File: src/rtl/sh_bus_arb.sv
`default_nettype none
// ============================================================================
// Module   : sh_bus_arb
// Brief    : External-bus arbiter sharing the SH7604 master's bus among up to
//            four secondary masters. Requests release from the master
//            (BRLS_N), waits for its grant (BGR_N), hands the bus to one
//            requester at a time in round-robin order, then returns it and
//            enforces a minimum master hold gap before the next release.
// Options  : SH_BUS_ARB_WDOG_EN - enables the per-grant hold watchdog
//            (HOLD_MAX) and the sticky TIMEOUT flag.
// Revision : 1.0 - initial release
// ============================================================================
module sh_bus_arb #(
    parameter int NREQ       = 2,
    parameter int MASTER_GAP = 4,
    parameter int HOLD_MAX   = 255
) (
    input  logic            CLK,
    input  logic            RST,
    input  logic            CE_R,
    input  logic [NREQ-1:0] REQ_N,
    output logic [NREQ-1:0] ACK_N,
    output logic            BRLS_N,
    input  logic            BGR_N,
    output logic [2:0]      OWNER,
    output logic            TIMEOUT
);

    // Gap counter must hold MASTER_GAP; keep at least one bit when it is 0.
    localparam int              c_gap_w    = (MASTER_GAP > 0) ? $clog2(MASTER_GAP + 1) : 1;
    localparam logic [c_gap_w-1:0] c_gap_load = c_gap_w'(MASTER_GAP);
    localparam logic [2:0]      c_last_idx = 3'(NREQ - 1);

    typedef enum logic [2:0] {
        S_IDLE   = 3'd0,
        S_RELREQ = 3'd1,
        S_GRANT  = 3'd2,
        S_RETURN = 3'd3,
        S_GAP    = 3'd4
    } state_t;

    state_t               r_state;
    state_t               w_state_nxt;
    logic [2:0]           r_sel;
    logic [2:0]           w_sel_nxt;
    logic [NREQ-1:0]      r_sel_oh;
    logic [NREQ-1:0]      w_sel_oh_nxt;
    logic [2:0]           r_ptr;
    logic [2:0]           w_ptr_nxt;
    logic [c_gap_w-1:0]   r_gap_cnt;
    logic [c_gap_w-1:0]   w_gap_cnt_nxt;

    logic [NREQ-1:0]      r_ack_n;
    logic [NREQ-1:0]      w_ack_n_nxt;
    logic                 r_brls_n;
    logic                 w_brls_n_nxt;
    logic [2:0]           r_owner;
    logic [2:0]           w_owner_nxt;

    // Requests eligible for arbitration (watchdog may mask some).
    logic [NREQ-1:0]      w_req;
    // Selected requester still holding its request low.
    logic                 w_sel_req;
    logic [2:0]           w_win;
    logic [NREQ-1:0]      w_win_oh;
    logic                 w_win_vld;

    assign w_sel_req = |(~REQ_N & r_sel_oh);

`ifdef SH_BUS_ARB_WDOG_EN
    localparam int                  c_hold_w    = (HOLD_MAX > 1) ? $clog2(HOLD_MAX + 1) : 1;
    localparam logic [c_hold_w-1:0] c_hold_last = c_hold_w'(HOLD_MAX - 1);

    logic [c_hold_w-1:0] r_hold_cnt;
    logic [NREQ-1:0]     r_blocked;
    logic                r_timeout;
    logic                w_hold_expired;
    logic                w_wdog_fire;

    // A requester cut off by the watchdog stays out until it lets go of REQ_N.
    assign w_req          = ~REQ_N & ~r_blocked;
    assign w_hold_expired = (r_hold_cnt == c_hold_last);
    assign TIMEOUT        = r_timeout;

    // Hold counter, blocked mask and sticky timeout flag.
    always_ff @(posedge CLK) begin
        if (RST) begin
            r_hold_cnt <= '0;
            r_blocked  <= '0;
            r_timeout  <= 1'b0;
        end else if (CE_R) begin
            if (r_state == S_GRANT) begin
                r_hold_cnt <= r_hold_cnt + 1'b1;
            end else begin
                r_hold_cnt <= '0;
            end
            if (w_wdog_fire) begin
                r_timeout <= 1'b1;
            end
            r_blocked <= (r_blocked & ~REQ_N) | (w_wdog_fire ? r_sel_oh : '0);
        end
    end
`else
    localparam int c_unused_hold_max = HOLD_MAX;

    assign w_req   = ~REQ_N;
    assign TIMEOUT = 1'b0;
`endif

    // Round-robin winner: lowest active index at or above PTR, else lowest overall.
    always_comb begin
        w_win     = 3'd0;
        w_win_vld = 1'b0;
        w_win_oh  = '0;
        for (int j = NREQ - 1; j >= 0; j--) begin
            if (w_req[j]) begin
                w_win     = 3'(j);
                w_win_vld = 1'b1;
            end
        end
        for (int j = NREQ - 1; j >= 0; j--) begin
            if (w_req[j] && (j >= int'(r_ptr))) begin
                w_win = 3'(j);
            end
        end
        for (int j = 0; j < NREQ; j++) begin
            w_win_oh[j] = (w_win == 3'(j));
        end
    end

    // Next-state logic; registered outputs are decoded from the next state.
    always_comb begin
        w_state_nxt   = r_state;
        w_sel_nxt     = r_sel;
        w_sel_oh_nxt  = r_sel_oh;
        w_ptr_nxt     = r_ptr;
        w_gap_cnt_nxt = r_gap_cnt;
`ifdef SH_BUS_ARB_WDOG_EN
        w_wdog_fire   = 1'b0;
`endif
        case (r_state)
            S_IDLE: begin
                if (w_win_vld) begin
                    w_state_nxt  = S_RELREQ;
                    w_sel_nxt    = w_win;
                    w_sel_oh_nxt = w_win_oh;
                end
            end
            S_RELREQ: begin
                // A requester that gives up before the grant is never acked,
                // even if the master grants in the same cycle.
                if (!w_sel_req) begin
                    w_state_nxt = S_RETURN;
                end else if (!BGR_N) begin
                    w_state_nxt = S_GRANT;
                    w_ptr_nxt   = (r_sel == c_last_idx) ? 3'd0 : r_sel + 3'd1;
                end
            end
            S_GRANT: begin
                if (!w_sel_req) begin
                    w_state_nxt = S_RETURN;
`ifdef SH_BUS_ARB_WDOG_EN
                end else if (w_hold_expired) begin
                    w_state_nxt = S_RETURN;
                    w_wdog_fire = 1'b1;
`endif
                end
            end
            S_RETURN: begin
                if (BGR_N) begin
                    if (MASTER_GAP == 0) begin
                        w_state_nxt = S_IDLE;
                    end else begin
                        w_state_nxt   = S_GAP;
                        w_gap_cnt_nxt = c_gap_load;
                    end
                end
            end
            S_GAP: begin
                if (r_gap_cnt == '0) begin
                    w_state_nxt = S_IDLE;
                end else begin
                    w_gap_cnt_nxt = r_gap_cnt - 1'b1;
                end
            end
            default: begin
                w_state_nxt = S_IDLE;
            end
        endcase

        w_ack_n_nxt  = '1;
        w_brls_n_nxt = 1'b1;
        w_owner_nxt  = 3'd0;
        case (w_state_nxt)
            S_RELREQ: begin
                w_brls_n_nxt = 1'b0;
            end
            S_GRANT: begin
                w_brls_n_nxt = 1'b0;
                w_ack_n_nxt  = ~w_sel_oh_nxt;
                w_owner_nxt  = w_sel_nxt + 3'd1;
            end
            default: begin
                w_brls_n_nxt = 1'b1;
            end
        endcase
    end

    // State, selection, pointer, gap counter and output registers.
    always_ff @(posedge CLK) begin
        if (RST) begin
            r_state   <= S_IDLE;
            r_sel     <= 3'd0;
            r_sel_oh  <= '0;
            r_ptr     <= 3'd0;
            r_gap_cnt <= '0;
            r_ack_n   <= '1;
            r_brls_n  <= 1'b1;
            r_owner   <= 3'd0;
        end else if (CE_R) begin
            r_state   <= w_state_nxt;
            r_sel     <= w_sel_nxt;
            r_sel_oh  <= w_sel_oh_nxt;
            r_ptr     <= w_ptr_nxt;
            r_gap_cnt <= w_gap_cnt_nxt;
            r_ack_n   <= w_ack_n_nxt;
            r_brls_n  <= w_brls_n_nxt;
            r_owner   <= w_owner_nxt;
        end
    end

    assign ACK_N  = r_ack_n;
    assign BRLS_N = r_brls_n;
    assign OWNER  = r_owner;

endmodule
`default_nettype wire
File: config.mk
export PLATFORM = sky130hd
export DESIGN_NAME = sh_bus_arb
export DESIGN_NICKNAME = d
export VERILOG_FILES = /design/src/rtl/sh_bus_arb.sv
export SDC_FILE = /design/constraint.sdc
export NUM_CORES = 1
export LEC_CHECK = 0
export CAP_MARGIN = 20
export CORE_UTILIZATION = 40
export DETAILED_ROUTE_END_ITERATION = 10
export DONT_BUFFER_PORTS = 1
export SYNTH_ARGS = -nofsm -noshare
export SYNTH_HDL_FRONTEND = slang
export SYNTH_SLANG_ARGS = --single-unit
File: constraint.sdc
create_clock -name CLK -period 4.3 [get_ports CLK]
set_clock_uncertainty 0.05 [all_clocks]
set_input_delay 0.86 -clock CLK [delete_from_list [all_inputs] [get_ports CLK]]
set_output_delay 0.86 -clock CLK [all_outputs]
set_load 0.1 [all_outputs]
After elaboration in Yosys (flattened, before gate mapping)

Cells that the tools add are included.

Register bits after elaboration: 20
Bits of input ports: 6
Output and inout bits: 7
Logic and storage cells: 61

Add/subtract/negate cells: 3
$lt $le $gt $ge: 2
Equality and inequality tests: 10
Mux-type cells: 24
Bitwise gates (word level): 4
Reductions and logical operators: 10

Operators with widths:

| operator            | count |
|---|---|
| $mux 3              | 15 |
| $pmux 3 s5          | 1 |
| $eq 3x1->1 const B  | 4 |
| $eq 3x2->1 const B  | 3 |
| $logic_not 3->1     | 3 |
| $reduce_and 4->1    | 2 |
| $add 3x1->3 const B | 2 |
| $ge 1x3->1 const A  | 2 |
| $mux 2              | 3 |
| $pmux 3 s2          | 1 |
| $mux 1              | 4 |
| $ne 2x2->1 const B  | 2 |
| $not 2->2           | 2 |
| $reduce_or 2->1     | 2 |
| $eq 3x3->1 const B  | 1 |
| $sub 3x1->3 const B | 1 |
| $and 2x2->2         | 1 |
| $logic_and 1x1->1   | 2 |
| $reduce_bool 2->1   | 1 |
| $not 1->1           | 1 |

Longest topological paths before layout

Depth after elaboration: 10
Gate-level depth with buffers: 7

Least setup slack after synthesis

No wires, ideal clock.

Path type: input to register
From: input port REQ_N[0]
To: register r_owner[1] (netlist: OWNER[1])
Setup time: 132 ps
Arrival time: 1,842 ps
Setup slack: 2,276 ps
Stages on the path: 5
Path buffers: 0
Path through: a2111oi_2 > o21ai_0 > ha_1 > nand4_1 > a21oi_1

Longest elaborated chain between the ends: 8
Elaborated cells between the ends (all ways): 17
Those cells by class: add/sub: 1; eq/ne: 1; mux: 11; bitwise: 2; reduce/logical: 2

Ends and longest elaborated chain:

| element                | RTL line | text |
|---|---|---|
| start, declared        | 21       | `input logic [NREQ-1:0] REQ_N,` |
| $not 2->2 (*)          | 106      | `assign w_req = ~REQ_N;` |
| $mux 3                 | 116      | `if (w_req[j]) begin` |
| $mux 3 (2 in a row)    | 122      | `if (w_req[j] && (j >= int'(r_ptr))) begin` |
| $mux 3 (*)             | 143      | `if (w_win_vld) begin` |
| $mux 3 (*)             | 141      | `case (r_state)` |
| named net w_sel_nxt[0] | 45       | `logic [2:0] w_sel_nxt;` |
| $add 3x1->3 (*)        | 201      | `w_owner_nxt = w_sel_nxt + 3'd1;` |
| $mux 3 (*)             | 194      | `case (w_state_nxt)` |
| end signal, assigned   | 228      | `r_owner <= w_owner_nxt;` |
| end, declared          | 57       | `logic [2:0] r_owner;` |

The timed path passes the listed nets; every way through them passes the cells marked *.
A chain may end at the register's enable or synchronous reset.

Worst setup path after layout

From: register r_owner[1] (netlist: OWNER[1])
To: output port OWNER[1]

RTL lines:

| element       | RTL line | text |
|---|---|---|
| end, declared | 25       | `output logic [2:0] OWNER,` |

No word-level cell between the ends.

==> qor.csv <==
stage,metric,value,unit
power_and_ir_drop,Power Dens Cells,327,nW/um^2
die,# rows,18,
yosys,"Cell Area, Synth",1040,um^2
drt,Post-DRT Antenna Nets,0,
cells_and_area,design area,1070,um^2
clocking,TritonCTS clock tree,done,
clocking,Worst-path clk slew,0.12,ns
die,Die X,53.0,um
global_routing,M1 GR Usage,22.1,%
global_routing,met3 track demand over resource,7.76,%
global_routing,total grt overflow,0,
worst_hold_path,Hold EP,r_sel_oh[1],
timing,Fmax achieved,449,MHz
drt,final WL,2070,um
yosys,post-synthesis sequential area ratio,38.5,%
placement,Post-DP Area,1040,um^2
die,core area,2480,um^2
clocking,Post-CTS Hold Buffers,0,
drt,WL per Instance,13.7,um
setup_path,Crit. End Element,output pin,
clocking,CTS HTree Levels,1,
timing,Tcrit/Tclk final,51.9,%
power_and_ir_drop,Peak supply drop,217,uV
global_routing,largest net degree at the start of global routing,21,
clocking,post-CTS setup repair buffer count,0,
setup_path,CP Data Arrival Time,1.32,ns
yosys,syn_area_per_cell,8.32,um^2
status,status,finished clean,
timing,final setup vio count,0,
power_and_ir_drop,Pleak,0.361,nW
placement,RePlAce Congestion,0.801,
global_routing,vias in the first global route,787,
global_routing,gr busiest metal,met2,
power_and_ir_drop,part of the power in registers,58.3,%
drt,Post-route DRC,0,
cells_and_area,Ant. Diodes,0,
clocking,CTS max path bufs,2,
yosys,"EDFF count, synth",0,
die,Die H,53.0,um
setup_path,Worst EP required,3.39,ns
yosys,asr flop ratio synth,0,%
power_and_ir_drop,Clk pwr share,31.5,%
run,max cap viols,0,
cells_and_area,filler cell count,257,
worst_hold_path,type of the most critical hold path,flip-flop to flip-flop,
timing,relative slew slack,32.5,%
drt,Vias per Instance,5.62,
timing,Slew Limit Fails,0,
timing,worst-margin pin slew,1.01,ns
setup_path,crit path max fanout,2,
die,die area,2810,um^2
die,IO Count,13,
yosys,Yosys cell types,40,
yosys,Syn Inst Count,125,
yosys,Syn Nets,134,
timing,TNS Setup,0,ns
die,Initial Util,42.0,%
setup_path,Reg2Reg Setup Slack,2.40,ns
cells_and_area,share of cells above drive strength 1,6.61,%
cells_and_area,nets,131,
global_routing,Total GRT Usage,17.0,%
setup_path,r2r startpoint,r_state[2],
clocking,Num CTS Buffers,3,
drt,Pre-antenna DRT Iters,4,
clocking,clock sink count,20,
power_and_ir_drop,Overall Power,0.000351,W
placement,Final HPWL DP,1450,um
power_and_ir_drop,switching share of total power,27.3,%
power_and_ir_drop,Comb power frac,10.2,%
drt,Vias,848,
timing,unrepaired setup endpoints after global routing,false,
timing,Hold Fails Final Rpt,0,
yosys,Ys Warns,0,
timing,minimum clock period,2.23,ns
worst_hold_path,Hold Crit Depth,2,
clocking,Clock Latency Late Sink,0.31,ns
drt,initial DRC count,20,
yosys,#FFs+latches synth,20,
placement,Port Buf Inserts,0,
setup_path,Worst setup SP type,flip-flop,
cells_and_area,area grow syn2layout,3.37,%
global_routing,first-pass GRT wire length,3420,um
power_and_ir_drop,P_int,0.000255,W
clocking,clock root buffer,clkbuf_4,
power_and_ir_drop,Switch Pwr,0.0000958,W
setup_path,WS Path Type,flip-flop to output pin,
worst_hold_path,Hold Startpoint,r_sel_oh[1],
setup_path,worst r2r dst,r_gap_cnt[0],
setup_path,worst reg2reg path depth,4,
global_routing,antenna violations before repair,0,
yosys,Main synth FF type,dfxtp_1,
global_routing,M2 GR Usage,25.7,%
clocking,cts repair resizes,0,
## metal layers
layer / vias to the layer above / part of all wire [%]
li1: 434 / -
met1: 383 / 48
met2: 29 / 41
met3: 2 / 9.4
met4: 0 / 0.72
met5: - / 0
## cell usage in the layout (no fill, tap or decap), types with 3 or more instances in the layout
cell	instances
o21ai_0	6
a21oi_1	11
inv_1	6
nor3_1	3
dfxtp_1	20
nand2_1	13
ha_1	3
and2_1	3
xor2_1	3
clkbuf_4	3
nor2_1	13
## synthesized netlist by cell type (2+ instances only)
cell      count  area, um^2
ha_1          3        37.5
dfxtp_1      20         400
and2_1        3        18.8
nor2b_1       2        12.5
o32a_1        2        20.0
a31oi_1       2        12.5
or2_2         2        12.5
nand3_1       2        10.0
nor4_1        2        12.5
buf_2         4        20.0
nor2_1       13        48.8
clkbuf_1      3        11.3
inv_1         6        22.5
nand2_1      13        48.8
a21oi_1      11        55.1
o21ai_0       6        30.0
mux2i_1       2        20.0
xor2_1        3        26.3
nand2b_1      2        12.5
nand4b_1      2        17.5
nor3_1        3        15.0
## cells by family after synthesis
group,count (synthesis),share of synthesized area [%]
and+or+nand+nor,50,24.3
adders and majority gates,3,3.61
xor gates and xnor gates,3,2.53
muxes,2,1.93
other,1,0.361
DFF,20,38.5
buffers and inverters,14,5.90
AOI/OAI and AO/OA,32,22.9
## through the flow
stage	std cells	setup WS (ns)	hold slack [ns]	util (%)
finish	151	2.07	0.437	43.4
global route	151	2.02	0.452	43.4
CTS	151	2.06	0.438	43.4
detailed placement	147	2.13	0.423	41.9
global placement	147	2.22	0.414	41.9
floorplan	125	2.28	0.397	-
## worst max path at each step
| stage | from | end | slack [ns] | depth (start not counted) |
|---|---|---|---|---|
| floorplan | REQ_N[0] | OWNER[1] | 2.28 | 5 |
| global placement | REQ_N[0] | OWNER[2] | 2.22 | 5 |
| detailed placement | REQ_N[0] | OWNER[2] | 2.13 | 5 |
| CTS | OWNER[1] | OWNER[1] | 2.06 | 0 |
| global route | OWNER[1] | OWNER[1] | 2.02 | 0 |
| finish | OWNER[1] | OWNER[1] | 2.07 | 0 |
## power groups by stage
stage	clock network (W)	registers, W	logic, W
after floorplan	0	0.000204	0.0000393
after global placement	0	0.000209	0.0000350
after detailed placement	0	0.000209	0.0000354
after CTS	0.000114	0.000205	0.0000356
after global routing	0.000120	0.000206	0.0000400
final	0.000111	0.000205	0.0000357
## state kept, by name, indices dropped and copies added (netlist names)
register / count
r_gap_cnt: 3
r_sel: 3
r_state: 3
BRLS_N: 1
OWNER: 3
ACK_N: 2
r_sel_oh: 2
r_ptr: 3
## area by class of cell
cell class                      instances  area [um^2]  share of cell area [%]
Sequential cell                        20          400                    37.3
Multi-Input combinational cell         91          578                    53.8
Inverter                                6         22.5                    2.10
Clock buffer                            4         36.3                    3.38
Tap cell                               30         37.5                    3.49
## worst reg2reg max path: cells and delay by family (launching register included)
family          cells  cell delay [ns]
flops               1             0.62
compound gates      2             0.55
simple gates        2             0.59
Power figures use the tool's default switching activity.
